`src/rtl/mem_port_arbiter.sv`:
```
// Two-client arbiter in front of a simple dual-port RAM with registered read.
// Write and read ports are arbitrated independently, round-robin on contention.
module mem_port_arbiter #(
  parameter int WIDTH  = 8,
  parameter int SIZE_E = 6
) (
  input  logic              CLK,
  input  logic              RSTN,
  input  logic              A_REQ,
  input  logic              A_WE,
  input  logic [SIZE_E-1:0] A_ADDR,
  input  logic [WIDTH-1:0]  A_WDATA,
  output logic              A_GNT,
  output logic              A_RVALID,
  output logic [WIDTH-1:0]  A_RDATA,
  input  logic              B_REQ,
  input  logic              B_WE,
  input  logic [SIZE_E-1:0] B_ADDR,
  input  logic [WIDTH-1:0]  B_WDATA,
  output logic              B_GNT,
  output logic              B_RVALID,
  output logic [WIDTH-1:0]  B_RDATA,
  output logic              MEM_WRITE,
  output logic              MEM_READ,
  output logic [SIZE_E-1:0] MEM_WRADDR,
  output logic [SIZE_E-1:0] MEM_RDADDR,
  output logic [WIDTH-1:0]  MEM_D,
  input  logic [WIDTH-1:0]  MEM_Q
);

  // bit 0 = client A, bit 1 = client B
  logic [1:0] req_wr;
  logic [1:0] req_rd;
  logic [1:0] gnt_wr;
  logic [1:0] gnt_rd;
  logic [1:0] ret_hit;

  logic wr_pri_reg, wr_pri_next;
  logic rd_pri_reg, rd_pri_next;
  logic rd_vld_reg, rd_vld_next;
  logic rd_own_reg, rd_own_next;

  assign req_wr = {B_REQ & B_WE,  A_REQ & A_WE};
  assign req_rd = {B_REQ & ~B_WE, A_REQ & ~A_WE};

  always_comb begin
    gnt_wr = 2'b00;
    gnt_rd = 2'b00;
    if (RSTN) begin
      if (&req_wr) gnt_wr = wr_pri_reg ? 2'b10 : 2'b01;
      else         gnt_wr = req_wr;
      if (&req_rd) gnt_rd = rd_pri_reg ? 2'b10 : 2'b01;
      else         gnt_rd = req_rd;
    end
  end

  // A flag only moves when both clients fight for its port
  always_comb begin
    wr_pri_next = wr_pri_reg ^ (&req_wr);
    rd_pri_next = rd_pri_reg ^ (&req_rd);
    rd_vld_next = |gnt_rd;
    rd_own_next = gnt_rd[1];
  end

  always_ff @(posedge CLK) begin
    if (!RSTN) begin
      wr_pri_reg <= 1'b0;
      rd_pri_reg <= 1'b0;
      rd_vld_reg <= 1'b0;
      rd_own_reg <= 1'b0;
    end else begin
      wr_pri_reg <= wr_pri_next;
      rd_pri_reg <= rd_pri_next;
      rd_vld_reg <= rd_vld_next;
      rd_own_reg <= rd_own_next;
    end
  end

  assign A_GNT = gnt_wr[0] | gnt_rd[0];
  assign B_GNT = gnt_wr[1] | gnt_rd[1];

  always_comb begin
    MEM_WRITE  = |gnt_wr;
    MEM_READ   = |gnt_rd;
    MEM_WRADDR = '0;
    MEM_D      = '0;
    MEM_RDADDR = '0;
    if (gnt_wr[0]) begin
      MEM_WRADDR = A_ADDR;
      MEM_D      = A_WDATA;
    end else if (gnt_wr[1]) begin
      MEM_WRADDR = B_ADDR;
      MEM_D      = B_WDATA;
    end
    if (gnt_rd[0])      MEM_RDADDR = A_ADDR;
    else if (gnt_rd[1]) MEM_RDADDR = B_ADDR;
  end

  // Second return stage: RAM output is valid now, steer it to the read's owner
  assign ret_hit = {rd_vld_reg & rd_own_reg, rd_vld_reg & ~rd_own_reg};

  for (genvar gi = 0; gi < 2; gi++) begin : g_ret
    logic             rvalid_reg;
    logic [WIDTH-1:0] rdata_reg;

    always_ff @(posedge CLK) begin
      if (!RSTN) begin
        rvalid_reg <= 1'b0;
        rdata_reg  <= '0;
      end else begin
        rvalid_reg <= ret_hit[gi];
        if (ret_hit[gi]) rdata_reg <= MEM_Q;
      end
    end
  end

  assign A_RVALID = g_ret[0].rvalid_reg;
  assign A_RDATA  = g_ret[0].rdata_reg;
  assign B_RVALID = g_ret[1].rvalid_reg;
  assign B_RDATA  = g_ret[1].rdata_reg;

endmodule

```
`config.mk`:
```
export PLATFORM = sky130hd
export DESIGN_NAME = mem_port_arbiter
export DESIGN_NICKNAME = d
export VERILOG_FILES = /design/src/rtl/mem_port_arbiter.sv
export SDC_FILE = /design/constraint.sdc
export NUM_CORES = 1
export LEC_CHECK = 0
export ABC_AREA = 1
export CAP_MARGIN = 0
export CORE_AREA = 8 8 52 86
export DETAILED_ROUTE_END_ITERATION = 8
export DIE_AREA = 0 0 60 94
export MAX_ROUTING_LAYER = met4
export PLACE_DENSITY = 0.82
export SYNTH_ARGS = -nofsm -noshare
export SYNTH_HDL_FRONTEND = slang
export SYNTH_SLANG_ARGS = --single-unit
```
`constraint.sdc`:
```
create_clock -name CLK -period 3.01 [get_ports CLK]
set_input_delay 0.4515 -clock CLK [delete_from_list [all_inputs] [get_ports CLK]]
set_output_delay 0.4515 -clock CLK [all_outputs]
set_load 0.03 [all_outputs]
```
Word level (Yosys, flattened, before mapping)
Cells that the tools add are included.
Storage, ports and cells
  input bits: 42
  logic and storage cells: 37
  register bits after elaboration: 22
Cells by class
  bitwise gates (word level): 13
  multiplexer cells: 12
  reduce and logical (&&, ||, !) cells: 4
Operators with widths (number)
  $mux 6: 4
  $mux 8: 2
  $mux 2: 6
  $and 1x1->1: 6
  $reduce_and 2->1: 2
  $reduce_or 2->1: 2
  $not 1->1: 3
  $or 1x1->1: 2
  $xor 1x1->1: 2

Logic depth before layout (Yosys ltp)
Gate-level depths: netlist of the first run.
  depth after elaboration: 7
  depth in mapped cells: 6

Worst setup path after synthesis of the first run
Ideal clock, no wire load.
  path type: input-to-output
  start point: in RSTN
  end point: out MEM_D[2]
  path slack: 1.292 ns
  data arrival time: 1.266 ns
  cell stages on the path: 6
  path through: buf_4 -> nand3_1 -> a21oi_4 -> buf_6 -> nand2_1 -> nand2_1
On the way
  longest elaborated chain between the ends: 3
Ends and longest elaborated chain
  start, declared: RTL line 8  | input logic RSTN,
  $mux 2 *: RTL line 49  | if (RSTN) begin
  $mux 8: RTL line 91  | end else if (gnt_wr[1]) begin
  $mux 8 *: RTL line 88  | if (gnt_wr[0]) begin
  end, declared: RTL line 27  | output logic [WIDTH-1:0] MEM_D,
Every way passes the cells marked *; elsewhere a longest branch is shown, timed or not.

Worst setup path after layout of the first run
  start point: in A_WE
  end point: out MEM_D[4]
On the way
  longest elaborated chain between the ends: 6
Ends and longest elaborated chain
  start, declared: RTL line 10  | input logic A_WE,
  $and 1x1->1 *: RTL line 43  | assign req_wr = {B_REQ & B_WE, A_REQ & A_WE};
  $reduce_and 2->1: RTL line 50  | if (&req_wr) gnt_wr = wr_pri_reg ? 2'b10 : 2'b01;
  $mux 2 *: RTL line 50
  $mux 2 *: RTL line 49
  $mux 8: RTL line 91
  $mux 8 *: RTL line 88
Marks and branches as above.

==> results of run 1 <==
-- per-layer routing --
metal	vias to the layer above	global-route usage	part of all wire	routed length, um
li1	732	-	-	-
met1	589	0.1503	0.40	1522
met2	70	0.2570	0.51	1939
met3	6	0.03155	0.075	287
met4	0	0.04810	0.016	60
met5	-	-	0	0
-- final cells by class --
class / instances / area (um^2)
inverters: 14 / 52.55
well taps: 45 / 56.30
multi-input cells: 138 / 624.3
fillers: 315 / 1335
clock buffers: 3 / 41.29
flip-flops and latches: 22 / 440.4
repair buffers: 84 / 778.2
-- worst max-delay path: stages --
cell,delay [ns]
sky130_fd_sc_hd__clkdlybuf4s50_1,0.53
sky130_fd_sc_hd__nand3_1,0.14
sky130_fd_sc_hd__a21oi_4,0.35
sky130_fd_sc_hd__nand2_1,0.09
sky130_fd_sc_hd__nand2_1,0.10
sky130_fd_sc_hd__buf_4,0.16
-- cells in the mapped netlist --
cell                       count  area, um^2
sky130_fd_sc_hd__nand2_1      52       195.2
sky130_fd_sc_hd__nor2_1       35       131.4
sky130_fd_sc_hd__dfxtp_1      22       440.4
sky130_fd_sc_hd__nand3_1      22       110.1
sky130_fd_sc_hd__o21ai_0      17       85.08
sky130_fd_sc_hd__inv_1        11       41.29
sky130_fd_sc_hd__nor2_2        3       18.77
sky130_fd_sc_hd__a21oi_2       2       17.52
sky130_fd_sc_hd__buf_4         2       15.01
sky130_fd_sc_hd__buf_6         2       22.52
sky130_fd_sc_hd__inv_2         2       7.510
sky130_fd_sc_hd__nand2_2       2       12.51
sky130_fd_sc_hd__nor2_4        2       22.52
sky130_fd_sc_hd__a21oi_1       1       5.000
sky130_fd_sc_hd__a21oi_4       1       16.27
sky130_fd_sc_hd__clkbuf_1      1       3.750
sky130_fd_sc_hd__clkinv_1      1       3.750
sky130_fd_sc_hd__nand3_2       1       10.01
-- worst max-delay path by stage --
stage | depth (start not counted) | slack, ns | end | start
after global placement | 6 | 0.74 | MEM_D[0] | RSTN
after global routing | 6 | 0.56 | MEM_WRADDR[5] | RSTN
final | 6 | 0.74 | MEM_D[4] | A_WE
after floorplan | 6 | 1.29 | MEM_D[2] | RSTN
after CTS | 6 | 0.71 | MEM_D[4] | A_WE
after detailed placement | 6 | 0.72 | MEM_D[4] | A_WE
-- cell families (layout without fill, tap and decap cells) --
kind of cell,Yosys count,after routing,synth area share
buf+inv,19,101,0.08098
flops,22,22,0.3801
compound gates,21,21,0.1069
simple gates,117,117,0.4320
-- power groups by stage --
stage	registers [mW]	logic [mW]	clock network, mW
after floorplan	0.341	0.0917	0
after global placement	0.318	0.230	0
after detailed placement	0.319	0.233	0
after CTS	0.312	0.233	0.183
after global routing	0.314	0.248	0.194
final	0.312	0.230	0.177
==> flow_metrics.py, run 1 <==
metrics = {
    "status": {
        "status": "finished, final reports clean",
    },
    "min_path": {
        "worst_hold_startpoint": "B_RDATA[7]",
        "hold_path_class": "flop to flop",
        "min_to": "B_RDATA[7]",
        "min_path_cells": 2,
    },
    "logic_synthesis": {
        "postSynthAreaPerCell_um2": 6.473,
        "post_synth_instance_area_um2": 1159,
        "count_of_distinct_cell_types_in_the_synthesized_netlist": 18,
        "synthesis.yosys.warnings": 0,
        "postSynthRegisterBits": 22,
        "synthesis.nets": 221,
        "proportion_of_synthesized_chip_area_in_sequential_cells": 0.3801,
        "synth_cells": 179,
    },
    "sta": {
        "timing.hold.ws_ns": 0.4850,
        "setup_viol": 0,
        "final_hold_viol_count": 0,
        "period_share": 0.7547,
        "tightestPinTransition_ns": 0.3846,
        "period_needed_ns": 2.272,
        "setup-tns-final_ns": 0,
        "slew-limit-headroom": 0.7430,
        "worst_clock_skew_ns": 0.001847,
        "post-route-worst-setup-slack_ns": 0.7383,
        "max_clock_freq_mhz": 440.2,
        "slew_viol_final": 0,
        "grt_setup_unrepaired": "no",
    },
    "floorplanning": {
        "die_height_um": 94,
        "initial_core_util": 0.3481,
        "floorplan.rows": 28,
        "die-width_um": 60,
        "core_um2": 3328,
        "number_of_primary_i_o_pins": 84,
        "dieArea_um2": 5640,
    },
    "setup_path": {
        "r2r-end": "A_RDATA[5]",
        "cp_data_arrival_time_ns": 1.82,
        "critical_path_class": "primary input to output port",
        "worstRegToRegCells": 5,
        "critPathRequiredTime_ns": 2.56,
        "worstPathMaxFanout": 15,
        "critPathCaptureType": "output port",
        "setup.worst_path.start_class": "primary input",
        "worst_r2r_startpoint": "rd_vld_reg",
        "reg2reg_slack_ns": 1.85,
    },
    "routing": {
        "firstDrtPassIters": 4,
        "viasPerCell": 4.565,
        "detail_route.wirelength_um": 3810,
        "drt_first_iter_violations": 42,
        "route.detailed.wl_per_inst_um": 12.45,
        "drcViolationCount": 0,
        "number_of_nets_with_antenna_violations_after_routing": 0,
        "number_of_vias_after_detailed_routing": 1397,
    },
    "global_route": {
        "first_global_vias": 1461,
        "wire_length_of_the_first_global_routing_pass_um": 6334,
        "overflow": 0,
        "global_route.usage.total": 0.1448,
        "grt_max_degree": 17,
        "grt_antenna_before_repair": 0,
    },
    "final_layout": {
        "post-route-util": 0.5989,
        "antennaDiodeCount": 0,
        "mostFrequentLayoutCells": "sky130_fd_sc_hd__clkdlybuf4s50_1, sky130_fd_sc_hd__nand2_1, sky130_fd_sc_hd__nor2_1",
        "final_common_cell": "sky130_fd_sc_hd__clkdlybuf4s50_1",
        "number_of_nets_in_the_layout": 305,
        "layout-drive-gt1-share": 0.1571,
        "layout.cell_area.non_filler_um2": 1993,
        "syn2layout_area_growth_pct": 72.03,
        "final_cell_count_no_fill": 306,
    },
    "power_and_ir_drop": {
        "power.net_switching_mw": 0.2189,
        "powerDensity_nw_per_um2": 360.8,
        "power_frac_seq": 0.434,
        "switching_share": 0.3044,
        "vdd.ir_drop.worst_mv": 0.2119,
        "report.power.total_mw": 0.7191,
        "share_comb_of_total_power": 0.320,
        "cellInternalPower_mw": 0.5002,
        "static-leakage-power_nw": 0.9283,
        "p_clk_frac": 0.246,
    },
    "clock_tree": {
        "cts.reportedPaths.clkPinSlew_ns": 0.07,
        "tritoncts.num_buffers": 3,
        "clk_path_buf_depth": 2,
        "tritoncts_num_sinks": 22,
        "cts_post_setup_buffers_inserted": 0,
        "ctsHtreeMaxLevel": 1,
        "tritoncts": "built",
        "cts_resized": 0,
        "cts-hold-fix-buffers": 0,
        "clk_latency_worst_skew_pair_ns": 0.26,
        "clock-root-buffer": "sky130_fd_sc_hd__clkbuf_8",
    },
    "place": {
        "dp_hpwl_um": 3270,
        "port-buffer-count": 83,
        "pre_cts_ws_ns": 0.7182,
        "post-place-cells": 303,
        "gp_routability_congestion": 0.7249,
        "post_dp_cell_area_um2": 1952,
    },
    "run": {
        "max_cap_violations": 0,
    },
}
Note: power is estimated with default switching activity, not from simulation.
==> run 2: changes to the inputs <==
--- a/config.mk
+++ b/config.mk
@@ -7,11 +7,11 @@
 export LEC_CHECK = 0
 export ABC_AREA = 1
 export CAP_MARGIN = 0
-export CORE_AREA = 8 8 52 86
+export CORE_AREA = 8 8 54 89
 export DETAILED_ROUTE_END_ITERATION = 8
-export DIE_AREA = 0 0 60 94
+export DIE_AREA = 0 0 62 97
 export MAX_ROUTING_LAYER = met4
-export PLACE_DENSITY = 0.82
+export PLACE_DENSITY = 0.76
 export SYNTH_ARGS = -nofsm -noshare
 export SYNTH_HDL_FRONTEND = slang
 export SYNTH_SLANG_ARGS = --single-unit
==> constraint.sdc (replaced) <==
create_clock -name CLK -period 2.15 [get_ports CLK]
set_input_delay 0.3225 -clock CLK [delete_from_list [all_inputs] [get_ports CLK]]
set_output_delay 0.3225 -clock CLK [all_outputs]
set_load 0.03 [all_outputs]
==> run 2 against run 1 <==
- cell area up 2.2%
- register-to-register slack worse by 0.87 ns
- worst setup slack worse by 0.58 ns
- sequential cell count unchanged
- total power up 40%
- via count up 0.57%
- core utilization down 3.2 points
- sequential share of layout area down 0.48 points
- clock skew down 0.0010 ns
- sequential power up 40%
- clock-buffer cell count unchanged
- non-clock buffer count up 4
- critical path type unchanged
- largest cell class unchanged
- highest routed layer unchanged
==> flow_metrics.py, run 2 (synthesized netlist as in run 1, its figures left out) <==
metrics = {
    "clock_tree": {
        "cts.reportedPaths.clkPinSlew_ns": 0.07,
        "tritoncts": "built",
        "cts_post_setup_buffers_inserted": 0,
        "tritoncts_num_sinks": 22,
        "clk_latency_worst_skew_pair_ns": 0.25,
        "cts_resized": 0,
        "clock-root-buffer": "sky130_fd_sc_hd__clkbuf_8",
        "ctsHtreeMaxLevel": 1,
        "cts-hold-fix-buffers": 0,
        "clk_path_buf_depth": 2,
        "tritoncts.num_buffers": 3,
    },
    "global_route": {
        "wire_length_of_the_first_global_routing_pass_um": 6306,
        "grt_antenna_before_repair": 0,
        "overflow": 0,
        "grt_max_degree": 17,
        "global_route.usage.total": 0.1354,
        "first_global_vias": 1498,
    },
    "sta": {
        "worst_clock_skew_ns": 0.0008131,
        "tightestPinTransition_ns": 0.3640,
        "slew-limit-headroom": 0.7567,
        "setup_viol": 0,
        "max_clock_freq_mhz": 501.2,
        "grt_setup_unrepaired": "no",
        "period_needed_ns": 1.995,
        "final_hold_viol_count": 0,
        "setup-tns-final_ns": 0,
        "slew_viol_final": 0,
        "timing.hold.ws_ns": 0.4832,
        "period_share": 0.9279,
    },
    "floorplanning": {
        "floorplan.rows": 29,
        "die-width_um": 62,
        "core_um2": 3592,
        "initial_core_util": 0.3225,
        "number_of_primary_i_o_pins": 84,
        "dieArea_um2": 6014,
        "die_height_um": 97,
    },
    "final_layout": {
        "antennaDiodeCount": 0,
        "mostFrequentLayoutCells": "sky130_fd_sc_hd__clkdlybuf4s50_1, sky130_fd_sc_hd__nand2_1, sky130_fd_sc_hd__nor2_1",
        "layout-drive-gt1-share": 0.1698,
        "n_fill_cell": 344,
        "syn2layout_area_growth_pct": 75.81,
        "number_of_nets_in_the_layout": 309,
        "final_common_cell": "sky130_fd_sc_hd__clkdlybuf4s50_1",
    },
    "power_and_ir_drop": {
        "powerDensity_nw_per_um2": 495.0,
        "vdd.ir_drop.worst_mv": 0.3278,
        "static-leakage-power_nw": 0.9511,
        "report.power.total_mw": 1.008,
        "switching_share": 0.3005,
        "cellInternalPower_mw": 0.7052,
        "power.net_switching_mw": 0.3030,
        "share_comb_of_total_power": 0.326,
        "power_frac_seq": 0.433,
        "p_clk_frac": 0.240,
    },
    "setup_path": {
        "reg2reg_slack_ns": 0.98,
        "cp_cell_sequence": "clkdlybuf4s50_1, nand2_2, nor2_2, nand2_2, nand2_1, nand2_1, buf_4",
        "critPathRequiredTime_ns": 1.83,
        "setup.worst_path.start_class": "primary input",
        "worst_r2r_startpoint": "rd_vld_reg",
        "cp_data_arrival_time_ns": 1.67,
        "critPathCaptureType": "output port",
        "worstRegToRegCells": 5,
        "slowest_delay_ns": 0.53,
        "worstPathMaxFanout": 16,
        "r2r-end": "A_RDATA[3]",
        "critical_path_class": "primary input to output port",
        "critPathSlowestCell": "sky130_fd_sc_hd__clkdlybuf4s50_1",
    },
    "min_path": {
        "min_path_cells": 2,
        "worst_hold_startpoint": "B_RDATA[7]",
        "min_to": "B_RDATA[7]",
        "hold_path_class": "flop to flop",
    },
    "routing": {
        "number_of_vias_after_detailed_routing": 1405,
        "drcViolationCount": 0,
        "drt_first_iter_violations": 41,
        "number_of_nets_with_antenna_violations_after_routing": 0,
        "firstDrtPassIters": 4,
        "viasPerCell": 4.518,
        "route.detailed.wl_per_inst_um": 12.42,
        "detail_route.wirelength_um": 3864,
    },
    "place": {
        "port-buffer-count": 83,
        "dp_hpwl_um": 3284,
        "gp_routability_congestion": 0.7520,
    },
    "status": {
        "status": "finished, final reports clean",
    },
    "run": {
        "max_cap_violations": 0,
    },
}
## run 2: final cells by class
| class | instances | area, um^2 | share of cell area |
|---|---|---|---|
| inverter | 14 | 52.55 | 0.02580 |
| multi-input combinational | 138 | 624.3 | 0.3065 |
| timing repair buffer | 88 | 820.8 | 0.4029 |
| sequential | 22 | 440.4 | 0.2162 |
| clock buffer | 3 | 41.29 | 0.02027 |
| tap | 46 | 57.56 | 0.02826 |
## run 2: layer usage
layer	track usage	up-vias	part of all wire
met5	-	-	0
met4	0.04240	0	0.0083
met3	0.02653	2	0.083
met2	0.2452	62	0.51
met1	0.1336	603	0.40
li1	-	738	-
## run 2: power groups by stage
stage	Sequential, mW	Clock, mW	Combinational (mW)
global route	0.439	0.270	0.355
finish	0.437	0.242	0.329
CTS	0.437	0.250	0.334
global placement	0.446	0	0.330
floorplan	0.477	0	0.128
detailed placement	0.447	0	0.332
## run 2: how the worst max path moves through the flow
stage	startpoint	endpoint	depth (start not counted)
floorplan	RSTN	MEM_D[2]	6
global placement	B_WE	B_GNT	7
detailed placement	B_WE	B_GNT	7
CTS	B_WE	B_GNT	7
global route	A_REQ	MEM_D[5]	7
finish	B_WE	B_GNT	7
## run 2: critical path, delay by kind of cell
kind                   cells  cell delay [ns]
buffers and inverters      2             0.70
and+or+nand+nor            5             0.64
## run 2: per-stage QoR
step | util | instances | setup WS (ns) | area, um^2
5_1_grt | 0.5671 | 311 | 0.01612 | 2037
3_3_place_gp | 0.5556 | 308 | 0.1708 | 1996
3_5_place_dp | 0.5556 | 308 | 0.1346 | 1996
2_1_floorplan | - | 179 | 0.6902 | 1159
6_report | 0.5671 | 311 | 0.1550 | 2037
4_1_cts | 0.5671 | 311 | 0.1313 | 2037
==> run 3: changes to the inputs <==
--- a/config.mk
+++ b/config.mk
@@ -8,6 +8,7 @@
 export ABC_AREA = 1
 export CAP_MARGIN = 0
 export CORE_AREA = 8 8 54 89
+export CTS_CLUSTER_SIZE = 25
 export DETAILED_ROUTE_END_ITERATION = 8
 export DIE_AREA = 0 0 62 97
 export MAX_ROUTING_LAYER = met4
==> results of run 3 <==
No change in the layout: final DEF, timing and power equal those of run 2.
